**src/rtl/reg_dump_reader.sv**
```systemverilog
// Debug register-range dump engine: reads regfile entries first..last and streams them out over a valid/ready port.
// Optional running XOR checksum on csum_o is compiled in when REG_DUMP_CHECKSUM_EN is defined.
module reg_dump_reader #(
    parameter int SKIP_X0 = 1
) (
    input  logic        clk_i,
    input  logic        rst_i,
    input  logic        start_i,
    input  logic        abort_i,
    input  logic [4:0]  first_addr_i,
    input  logic [4:0]  last_addr_i,
    output logic        rd_reg_en_o,
    output logic [4:0]  rd_reg_addr_o,
    input  logic [31:0] rd_reg_data_i,
    output logic        dump_valid_o,
    input  logic        dump_ready_i,
    output logic [4:0]  dump_addr_o,
    output logic [31:0] dump_data_o,
    output logic        busy_o,
    output logic        done_o,
    output logic        err_o,
    output logic [31:0] csum_o
);

    typedef enum logic [2:0] {
        S_IDLE,
        S_ISSUE,
        S_CAPTURE,
        S_OUT,
        S_DONE
    } state_t;

    state_t      state_reg, state_next;
    logic [4:0]  cur_reg, cur_next;
    logic [4:0]  last_reg, last_next;
    logic [4:0]  addr_out_reg, addr_out_next;
    logic [31:0] data_out_reg, data_out_next;
    logic        done_reg, done_next;
    logic        err_reg, err_next;

    logic skip_cur;
    logic handshake;
    logic accept;

    // x0 is hardwired zero, so its read can be skipped entirely.
    assign skip_cur  = (SKIP_X0 != 0) && (cur_reg == 5'd0);
    assign handshake = (state_reg == S_OUT) && dump_ready_i;
    assign accept    = (state_reg == S_IDLE) && start_i && !abort_i &&
                       (first_addr_i <= last_addr_i);

    always_ff @(posedge clk_i) begin
        if (rst_i) begin
            state_reg    <= S_IDLE;
            cur_reg      <= 5'd0;
            last_reg     <= 5'd0;
            addr_out_reg <= 5'd0;
            data_out_reg <= 32'd0;
            done_reg     <= 1'b0;
            err_reg      <= 1'b0;
        end else begin
            state_reg    <= state_next;
            cur_reg      <= cur_next;
            last_reg     <= last_next;
            addr_out_reg <= addr_out_next;
            data_out_reg <= data_out_next;
            done_reg     <= done_next;
            err_reg      <= err_next;
        end
    end

    always_comb begin
        state_next    = state_reg;
        cur_next      = cur_reg;
        last_next     = last_reg;
        addr_out_next = addr_out_reg;
        data_out_next = data_out_reg;
        done_next     = 1'b0;
        err_next      = 1'b0;

        case (state_reg)
            S_IDLE: begin
                if (start_i && !abort_i) begin
                    if (first_addr_i <= last_addr_i) begin
                        cur_next   = first_addr_i;
                        last_next  = last_addr_i;
                        state_next = S_ISSUE;
                    end else begin
                        err_next = 1'b1;
                    end
                end
            end
            S_ISSUE: begin
                state_next = S_CAPTURE;
            end
            S_CAPTURE: begin
                // Data is valid here for both combinational and one-cycle registered regfile reads.
                data_out_next = skip_cur ? 32'd0 : rd_reg_data_i;
                addr_out_next = cur_reg;
                state_next    = S_OUT;
            end
            S_OUT: begin
                if (dump_ready_i) begin
                    if (cur_reg == last_reg) begin
                        state_next = S_DONE;
                    end else begin
                        cur_next   = cur_reg + 5'd1;
                        state_next = S_ISSUE;
                    end
                end
            end
            S_DONE: begin
                done_next  = 1'b1;
                state_next = S_IDLE;
            end
            default: begin
                state_next = S_IDLE;
            end
        endcase

        if (abort_i && (state_reg != S_IDLE)) begin
            state_next = S_IDLE;
            done_next  = 1'b0;
        end
    end

    assign rd_reg_en_o   = (state_reg == S_ISSUE) && !skip_cur;
    assign rd_reg_addr_o = cur_reg;
    assign dump_valid_o  = (state_reg == S_OUT);
    assign dump_addr_o   = addr_out_reg;
    assign dump_data_o   = data_out_reg;
    assign busy_o        = (state_reg != S_IDLE);
    assign done_o        = done_reg;
    assign err_o         = err_reg;

`ifdef REG_DUMP_CHECKSUM_EN
    logic [31:0] csum_reg;

    // A word handshaken in an abort cycle still counts as delivered.
    always_ff @(posedge clk_i) begin
        if (rst_i) begin
            csum_reg <= 32'd0;
        end else if (accept) begin
            csum_reg <= 32'd0;
        end else if (handshake) begin
            csum_reg <= csum_reg ^ data_out_reg;
        end
    end

    assign csum_o = csum_reg;
`else
    logic unused_ok;
    assign unused_ok = accept ^ handshake;
    assign csum_o    = 32'd0;
`endif

endmodule

```
**config.mk**
```make
export PLATFORM = sky130hd
export DESIGN_NAME = reg_dump_reader
export DESIGN_NICKNAME = d
export VERILOG_FILES = /design/src/rtl/reg_dump_reader.sv
export SDC_FILE = /design/constraint.sdc
export NUM_CORES = 1
export LEC_CHECK = 0
export CAP_MARGIN = 15
export CORE_MARGIN = 4
export CORE_UTILIZATION = 43
export CTS_CLUSTER_SIZE = 8
export DETAILED_ROUTE_END_ITERATION = 10
export HOLD_SLACK_MARGIN = 0.06
export PLACE_DENSITY_LB_ADDON = 0.3
export SYNTH_ARGS = -nofsm -noshare
export SYNTH_HDL_FRONTEND = slang
export SYNTH_SLANG_ARGS = --single-unit
```
**constraint.sdc**
```tcl
create_clock -name clk_i -period 3.4 [get_ports clk_i]
set_input_delay 0.51 -clock clk_i [delete_from_list [all_inputs] [get_ports clk_i]]
set_output_delay 0.51 -clock clk_i [all_outputs]
set_load 0.05 [all_outputs]
```
==> impl_metrics.env, run 1 <==
export IMPL_status="completed"
export IMPL_final_common_cell="clkdlybuf4s50_1"
export IMPL_ys_types=39
export IMPL_crit_type="flip-flop to output pin"
export IMPL_vias_per_cell=4.995
export IMPL_hold_start="dump_addr_o[2]"
export IMPL_h_tree_depth=2
export IMPL_dr_pass1_iters=4
export IMPL_num_nets_final=423
export IMPL_max_freq_mhz=344.4
export IMPL_r2r_cells=7
export IMPL_setup_tns_ns=0
export IMPL_power_density_nw_per_um2=424.9
export IMPL_syn_cell_area_um2=2509
export IMPL_antenna_found_initial=0
export IMPL_antenna_cells=0
export IMPL_slowest_delay_ns=0.74
export IMPL_initial_core_util=0.4501
export IMPL_slew_headroom=0.3388
export IMPL_cp_depth=5
export IMPL_startpoint="rd_reg_addr_o[0]"
export IMPL_crit_family="buffers and inverters"
export IMPL_routedWlPerCell_um=13.93
export IMPL_cts_root_buf="clkbuf_8"
export IMPL_drc_errors=0
export IMPL_crit_chain="inv_1 -> ha_1 -> nor4b_1 -> nor3b_1 -> clkdlybuf4s50_1"
export IMPL_core_um2=5574
export IMPL_drt_total_wl_mm=6.159
export IMPL_finalSetupViolCount=0
export IMPL_synthCells=285
export IMPL_synth_edf_count=0
export IMPL_io_buffers=93
export IMPL_postCtsSetupBuffers=0
export IMPL_worst_ep_required_time_ns=2.89
export IMPL_grt_ovfl_total=0
export IMPL_routabilityCongestion=0.8843
export IMPL_clkSinkCount=52
export IMPL_layout_drive_gt1_share=0.06486
export IMPL_yosysSeqAreaShare=0.4150
export IMPL_largest_reg_flops=32
export IMPL_cts_buffer_depth=2
export IMPL_die_y_um=84.38
export IMPL_hold_buffers=0
export IMPL_power_internal_w=0.0009959
export IMPL_die_x_um=84.38
export IMPL_hold_violations=0
export IMPL_grt_max_degree=56
export IMPL_p_leak_nw=1.350
export IMPL_period_needed_ns=2.903
export IMPL_clockPowerShare=0.308
export IMPL_p_sw_w=0.0004753
export IMPL_dp_hpwl_mm=4.507
export IMPL_swShare=0.3231
export IMPL_p_seq_frac=0.442
export IMPL_cts_tree="built"
export IMPL_timing_rr_start="rd_reg_addr_o[0]"
export IMPL_cts_resized=0
export IMPL_via_count=2208
export IMPL_maxCapViolations=0
export IMPL_crit_slowest_cell="clkdlybuf4s50_1"
export IMPL_grt_usage=0.1709
export IMPL_placed_cells=434
export IMPL_critPathBufInv=2
export IMPL_cts_made_buffers=5
export IMPL_syn_avg_cell_area_um2=8.802
export IMPL_yosys_warnings=0
export IMPL_ioPinCount=126
export IMPL_clock_latency_ns=0.31
export IMPL_maxSlewViolCount=0
export IMPL_ant_nets=0
export IMPL_start_kind="flip-flop"
export IMPL_yosys_most_used_dff="dfxtp_1"
export IMPL_p_comb_frac=0.251
export IMPL_min_period_over_period=0.8539
export IMPL_stdcell_count=442
export IMPL_vdd_ir_drop_max_mv=0.2648
export IMPL_critPathArrivalTime_ns=2.39
export IMPL_cp_end_kind="output pin"
export IMPL_async_flop_share=0
export IMPL_die_area_um2=7120
export IMPL_hold_depth=2
export IMPL_final_cell_mix="92 x clkdlybuf4s50_1, 55 x nor2_1, 52 x dfxtp_1, 33 x a22oi_1, 32 x conb_1"
export IMPL_clk_transition_reported_paths_ns=0.10
export IMPL_grt_first_pass_wirelength_mm=10.08
export IMPL_std_cell_rows=27
export IMPL_worst_slew_pin_slew_ns=0.9919
export IMPL_grt_pass1_vias=2159
export IMPL_drtIter0Drc=147
export IMPL_min_path_type="flip-flop to flip-flop"
export IMPL_ys_ff_latch=52
export IMPL_worstPathMaxFanout=5
export IMPL_rsz0062_at_grt="false"
export IMPL_finClkSkew_ns=0.006490
export IMPL_area_growth_pct=38.00
power groups by stage:
stage	sequential (W)	combinational, W	clock [W]
floorplan	0.000705	0.000241	0
global placement	0.000663	0.000366	0
detailed placement	0.000664	0.000368	0
CTS	0.000650	0.000370	0.000460
global route	0.000654	0.000395	0.000482
finish	0.000650	0.000369	0.000453
worst reg2reg max path: cells and delay by family, from the launching register on:
| family | cells | cell delay (ns) |
|---|---|---|
| adder cells (fa/ha/maj) | 1 | 0.16 |
| AND/OR/NAND/NOR | 3 | 0.67 |
| AO/OA/AOI/OAI | 1 | 0.20 |
| flip-flops | 1 | 0.38 |
| buffers and inverters | 2 | 0.40 |
logic make-up (layout without fill, tap and decap cells):
group           after synthesis  count (layout)  share of synthesized area
simple gates                 89              89                     0.1671
compound gates               63              63                     0.1855
buf+inv                      59             113                     0.1431
flops                        52              52                     0.4150
mux                           8               8                    0.03192
fa+ha+maj                     7               7                    0.03491
xor+xnor                      6               6                    0.02095
other cells                   1              32                   0.001495
area by class of cell:
cell class | instances | area [µm²]
tap | 72 | 90.09
multi-input combinational | 205 | 1227
inverter | 9 | 33.78
sequential | 52 | 1041
fill | 484 | 2112
timing repair buffer | 96 | 948.4
clock buffer | 6 | 82.58
clock inverter | 2 | 38.79
metrics by stage:
stage	area (µm²)	total power (W)	setup slack, ns	util	hold slack [ns]
floorplan	2625	0.0009458	0.4738	-	0.4817
global placement	3341	0.001029	0.7224	0.5993	0.4702
detailed placement	3341	0.001032	0.5814	0.5993	0.4900
CTS	3462	0.001480	0.4831	0.6211	0.5115
global route	3462	0.001530	0.3737	0.6211	0.5511
finish	3462	0.001471	0.4968	0.6211	0.5070
worst paths after layout:
path                     to  slack, ns
max             rd_reg_en_o       0.50
min          dump_addr_o[2]       0.51
min reg2reg  dump_addr_o[2]       0.51
max reg2reg  dump_data_o[6]       1.44
per-layer routing:
metal  up-vias  share of wire  track usage
met5         -              0            0
met1      1022           0.43       0.2076
met4         0          0.011      0.04460
met2        99           0.44       0.2726
li1       1080              -            -
met3         7           0.12      0.08243
synth_stat cells, drive strengths merged (3+ instances only):
library cell / n / area (µm²)
nand2: 7 / 28.78
a22oi: 33 / 247.7
mux2i: 8 / 80.08
ha: 7 / 87.58
o21ai: 8 / 40.04
inv: 9 / 33.78
clkbuf: 11 / 41.29
and3: 3 / 20.02
xnor2: 6 / 52.55
nor2: 56 / 210.2
nor2b: 7 / 51.30
o31ai: 3 / 22.52
nand3: 3 / 20.02
nor3: 6 / 35.03
buf: 39 / 284.0
dfxtp: 52 / 1041
a21oi: 9 / 45.04
No activity file was read; power rests on OpenSTA's default activity.
==> inputs of run 2 (changes only) <==
--- a/config.mk
+++ b/config.mk
@@ -12,6 +12,7 @@
 export DETAILED_ROUTE_END_ITERATION = 10
 export HOLD_SLACK_MARGIN = 0.06
 export PLACE_DENSITY_LB_ADDON = 0.3
+export SETUP_SLACK_MARGIN = 0.3
 export SYNTH_ARGS = -nofsm -noshare
 export SYNTH_HDL_FRONTEND = slang
 export SYNTH_SLANG_ARGS = --single-unit
==> results of run 2 <==
Final layout, timing and power as in run 1 (identical DEF).
==> inputs of run 3 (changes only) <==
--- a/config.mk
+++ b/config.mk
@@ -5,11 +5,13 @@
 export SDC_FILE = /design/constraint.sdc
 export NUM_CORES = 1
 export LEC_CHECK = 0
+export ABC_AREA = 1
 export CAP_MARGIN = 15
 export CORE_MARGIN = 4
-export CORE_UTILIZATION = 43
+export CORE_UTILIZATION = 65
 export CTS_CLUSTER_SIZE = 8
 export DETAILED_ROUTE_END_ITERATION = 10
+export DONT_BUFFER_PORTS = 1
 export HOLD_SLACK_MARGIN = 0.06
 export PLACE_DENSITY_LB_ADDON = 0.3
 export SETUP_SLACK_MARGIN = 0.3
==> run 3 against run 2 <==
  * Cell count decreased by 11%
  * Clock-buffer cell count stayed put
  * Die area down 30%
  * Sequential cell count stayed put
  * Global-route usage up 4.3 points
  * Non-clock buffer count down 88
  * Setup slack better by 0.43 ns
  * Largest cell class unchanged
  * Maximum frequency rose by 17%
  * Synthesized area rose by 1.0%
  * Critical path depth up 3
  * Total power up 17%
  * Worst hold slack lost 0.24 ns
==> impl_metrics.env, run 3 <==
export IMPL_drtIter0Drc=110
export IMPL_critPathArrivalTime_ns=1.97
export IMPL_p_seq_frac=0.464
export IMPL_syn_avg_cell_area_um2=7.348
export IMPL_yosys_warnings=0
export IMPL_startpoint="rd_reg_addr_o[0]"
export IMPL_async_flop_share=0
export IMPL_vdd_ir_drop_max_mv=0.2764
export IMPL_clock_latency_ns=0.30
export IMPL_min_period_over_period=0.7285
export IMPL_synth_edf_count=0
export IMPL_cts_made_buffers=5
export IMPL_p_sw_w=0.0007205
export IMPL_timing_rr_start="state_reg[2]"
export IMPL_min_path_type="input port to flip-flop"
export IMPL_yosys_most_used_dff="dfxtp_1"
export IMPL_grt_usage=0.2141
export IMPL_area_growth_pct=1.629
export IMPL_synth_area_leaders="dfxtp_1 41%, nand2_1 11%, buf_4 9.8%, a21oi_1 8.5%, nand3_1 7.9%"
export IMPL_status="completed"
export IMPL_num_nets_final=397
export IMPL_die_x_um=70.45
export IMPL_yosys_area_top_type="dfxtp_1"
export IMPL_layout_drive_gt1_share=0.07267
export IMPL_synth_top_area_frac=0.4107
export IMPL_ant_nets=0
export IMPL_grt_first_pass_wirelength_mm=8.769
export IMPL_routabilityCongestion=0.7741
export IMPL_p_leak_nw=1.067
export IMPL_ys_ff_latch=52
export IMPL_cts_root_buf="clkbuf_8"
export IMPL_crit_chain="buf_4 -> inv_1 -> ha_1 -> nand4_1 -> buf_4 -> inv_1 -> nor2_1 -> buf_4"
export IMPL_routedWlPerCell_um=14.18
export IMPL_yosysSeqAreaShare=0.4107
export IMPL_hold_depth=1
export IMPL_final_common_cell="nand2_1"
export IMPL_drt_total_wl_mm=5.558
export IMPL_swShare=0.4188
export IMPL_drc_errors=0
export IMPL_clkSinkCount=52
export IMPL_worstPathMaxFanout=33
export IMPL_max_freq_mhz=403.7
export IMPL_antenna_found_initial=0
export IMPL_place_ws_ns=1.268
export IMPL_yosysMostFrequentCell="nand2_1"
export IMPL_final_cell_mix="74 x nand2_1, 52 x dfxtp_1, 43 x a21oi_1, 40 x nand3_1, 32 x conb_1"
export IMPL_dr_pass1_iters=4
export IMPL_grt_max_degree=44
export IMPL_hold_violations=0
export IMPL_clockPowerShare=0.238
export IMPL_clk_transition_reported_paths_ns=0.09
export IMPL_cts_tree="built"
export IMPL_setup_tns_ns=0
export IMPL_placed_area_um2=2469
export IMPL_cp_common_cell="buf_4"
export IMPL_worst_ep_required_time_ns=2.89
export IMPL_slowest_delay_ns=0.32
export IMPL_maxCapViolations=0
export IMPL_cts_resized=0
export IMPL_syn_cell_area_um2=2535
export IMPL_crit_slowest_cell="dfxtp_1"
export IMPL_std_cell_rows=22
export IMPL_rsz0062_at_grt="false"
export IMPL_ioPinCount=126
export IMPL_vias_per_cell=5.291
export IMPL_crit_type="flip-flop to output pin"
export IMPL_die_area_um2=4963
export IMPL_maxSlewViolCount=0
export IMPL_core_um2=3716
export IMPL_yosys_top_cells_count="74 x nand2_1, 52 x dfxtp_1, 43 x a21oi_1"
export IMPL_synthCells=345
export IMPL_worst_slew_pin_slew_ns=0.9712
export IMPL_postCtsSetupBuffers=0
export IMPL_r2r_cells=7
export IMPL_h_tree_depth=2
export IMPL_period_needed_ns=2.477
export IMPL_hold_start="rst_i"
export IMPL_power_internal_w=0.0009999
export IMPL_p_comb_frac=0.298
export IMPL_power_density_nw_per_um2=667.8
export IMPL_grt_ovfl_total=0
export IMPL_largest_reg_flops=32
export IMPL_io_buffers=0
export IMPL_ys_types=26
export IMPL_grt_pass1_vias=1945
export IMPL_stdcell_area_um2=2576
export IMPL_die_y_um=70.45
export IMPL_cp_end_kind="output pin"
export IMPL_hold_slack_ns=0.2688
export IMPL_initial_core_util=0.6822
export IMPL_finClkSkew_ns=0.004357
export IMPL_via_count=2074
export IMPL_hold_buffers=0
export IMPL_finalSetupViolCount=0
export IMPL_antenna_cells=0
export IMPL_slew_headroom=0.3518
export IMPL_worst_slack_ns=0.9230
export IMPL_cts_buffer_depth=2
export IMPL_dp_hpwl_mm=4.096
export IMPL_start_kind="flip-flop"
==> run 3: cell types whose count changed after synthesis, sizes merged, moves of 4 or more <==
cell / previous run / this run
o21ai: 8 / 13
nor2: 56 / 17
mux2i: 8 / 0
nor2b: 7 / 0
nand2: 7 / 75
nand4: 0 / 5
a21oi: 9 / 43
inv: 9 / 30
nand3: 3 / 41
xnor2: 6 / 2
a22oi: 33 / 0
buf: 39 / 34
==> run 3: worst max-delay path, delay by kind of cell, from the launching register on <==
| family | cells | cell delay [ns] |
|---|---|---|
| buf+inv | 5 | 0.95 |
| flops | 1 | 0.32 |
| fa+ha+maj | 1 | 0.22 |
| simple gates | 2 | 0.18 |
==> run 3: area by class of cell <==
cell class / count / area, µm²
clock buffer: 6 / 72.57
clock inverter: 2 / 35.03
fill: 345 / 1140
inverter: 30 / 112.6
multi-input combinational: 246 / 1195
sequential: 52 / 1041
tap: 48 / 60.06
timing repair buffer: 8 / 60.06
==> run 3: per-layer routing <==
layer  track usage  vias up  share of wire
met5             0        -              0
met4       0.06383        0          0.013
met3       0.07770        6           0.11
met2        0.3742       82           0.50
met1        0.2413      935           0.38
li1              -     1051              -
==> run 3: logic make-up (layout without fill, tap and decap cells) <==
| family | Yosys count | after routing | synth area share |
|---|---|---|---|
| DFF | 52 | 52 | 0.4107 |
| xor gates and xnor gates | 3 | 3 | 0.01037 |
| other | 1 | 32 | 0.001479 |
| adders and majority gates | 7 | 7 | 0.03455 |
| AOI/OAI and AO/OA | 59 | 59 | 0.1190 |
| and+or+nand+nor | 145 | 145 | 0.2591 |
| buffers and inverters | 78 | 46 | 0.1649 |
==> run 3: worst paths after layout <==
check | endpoint | slack [ns]
setup reg to reg | dump_data_o[3] | 1.35
setup / recovery | rd_reg_en_o | 0.92
hold reg to reg | last_reg[4] | 0.47
hold / removal | dump_data_o[25] | 0.27
==> run 3: power by group through the flow <==
stage	clock [W]	combinational [W]	sequential [W]
finish	0.000410	0.000512	0.000798
global route	0.000433	0.000561	0.000805
CTS	0.000417	0.000512	0.000799
detailed placement	0	0.000510	0.000814
global placement	0	0.000500	0.000812
floorplan	0	0.000400	0.000859
==> run 3: stage by stage <==
| step | std cells | power (W) | utilization |
|---|---|---|---|
| floorplan | 376 | 0.001260 | - |
| global placement | 384 | 0.001312 | 0.6643 |
| detailed placement | 384 | 0.001324 | 0.6643 |
| CTS | 392 | 0.001728 | 0.6933 |
| global route | 392 | 0.001799 | 0.6933 |
| finish | 392 | 0.001720 | 0.6933 |
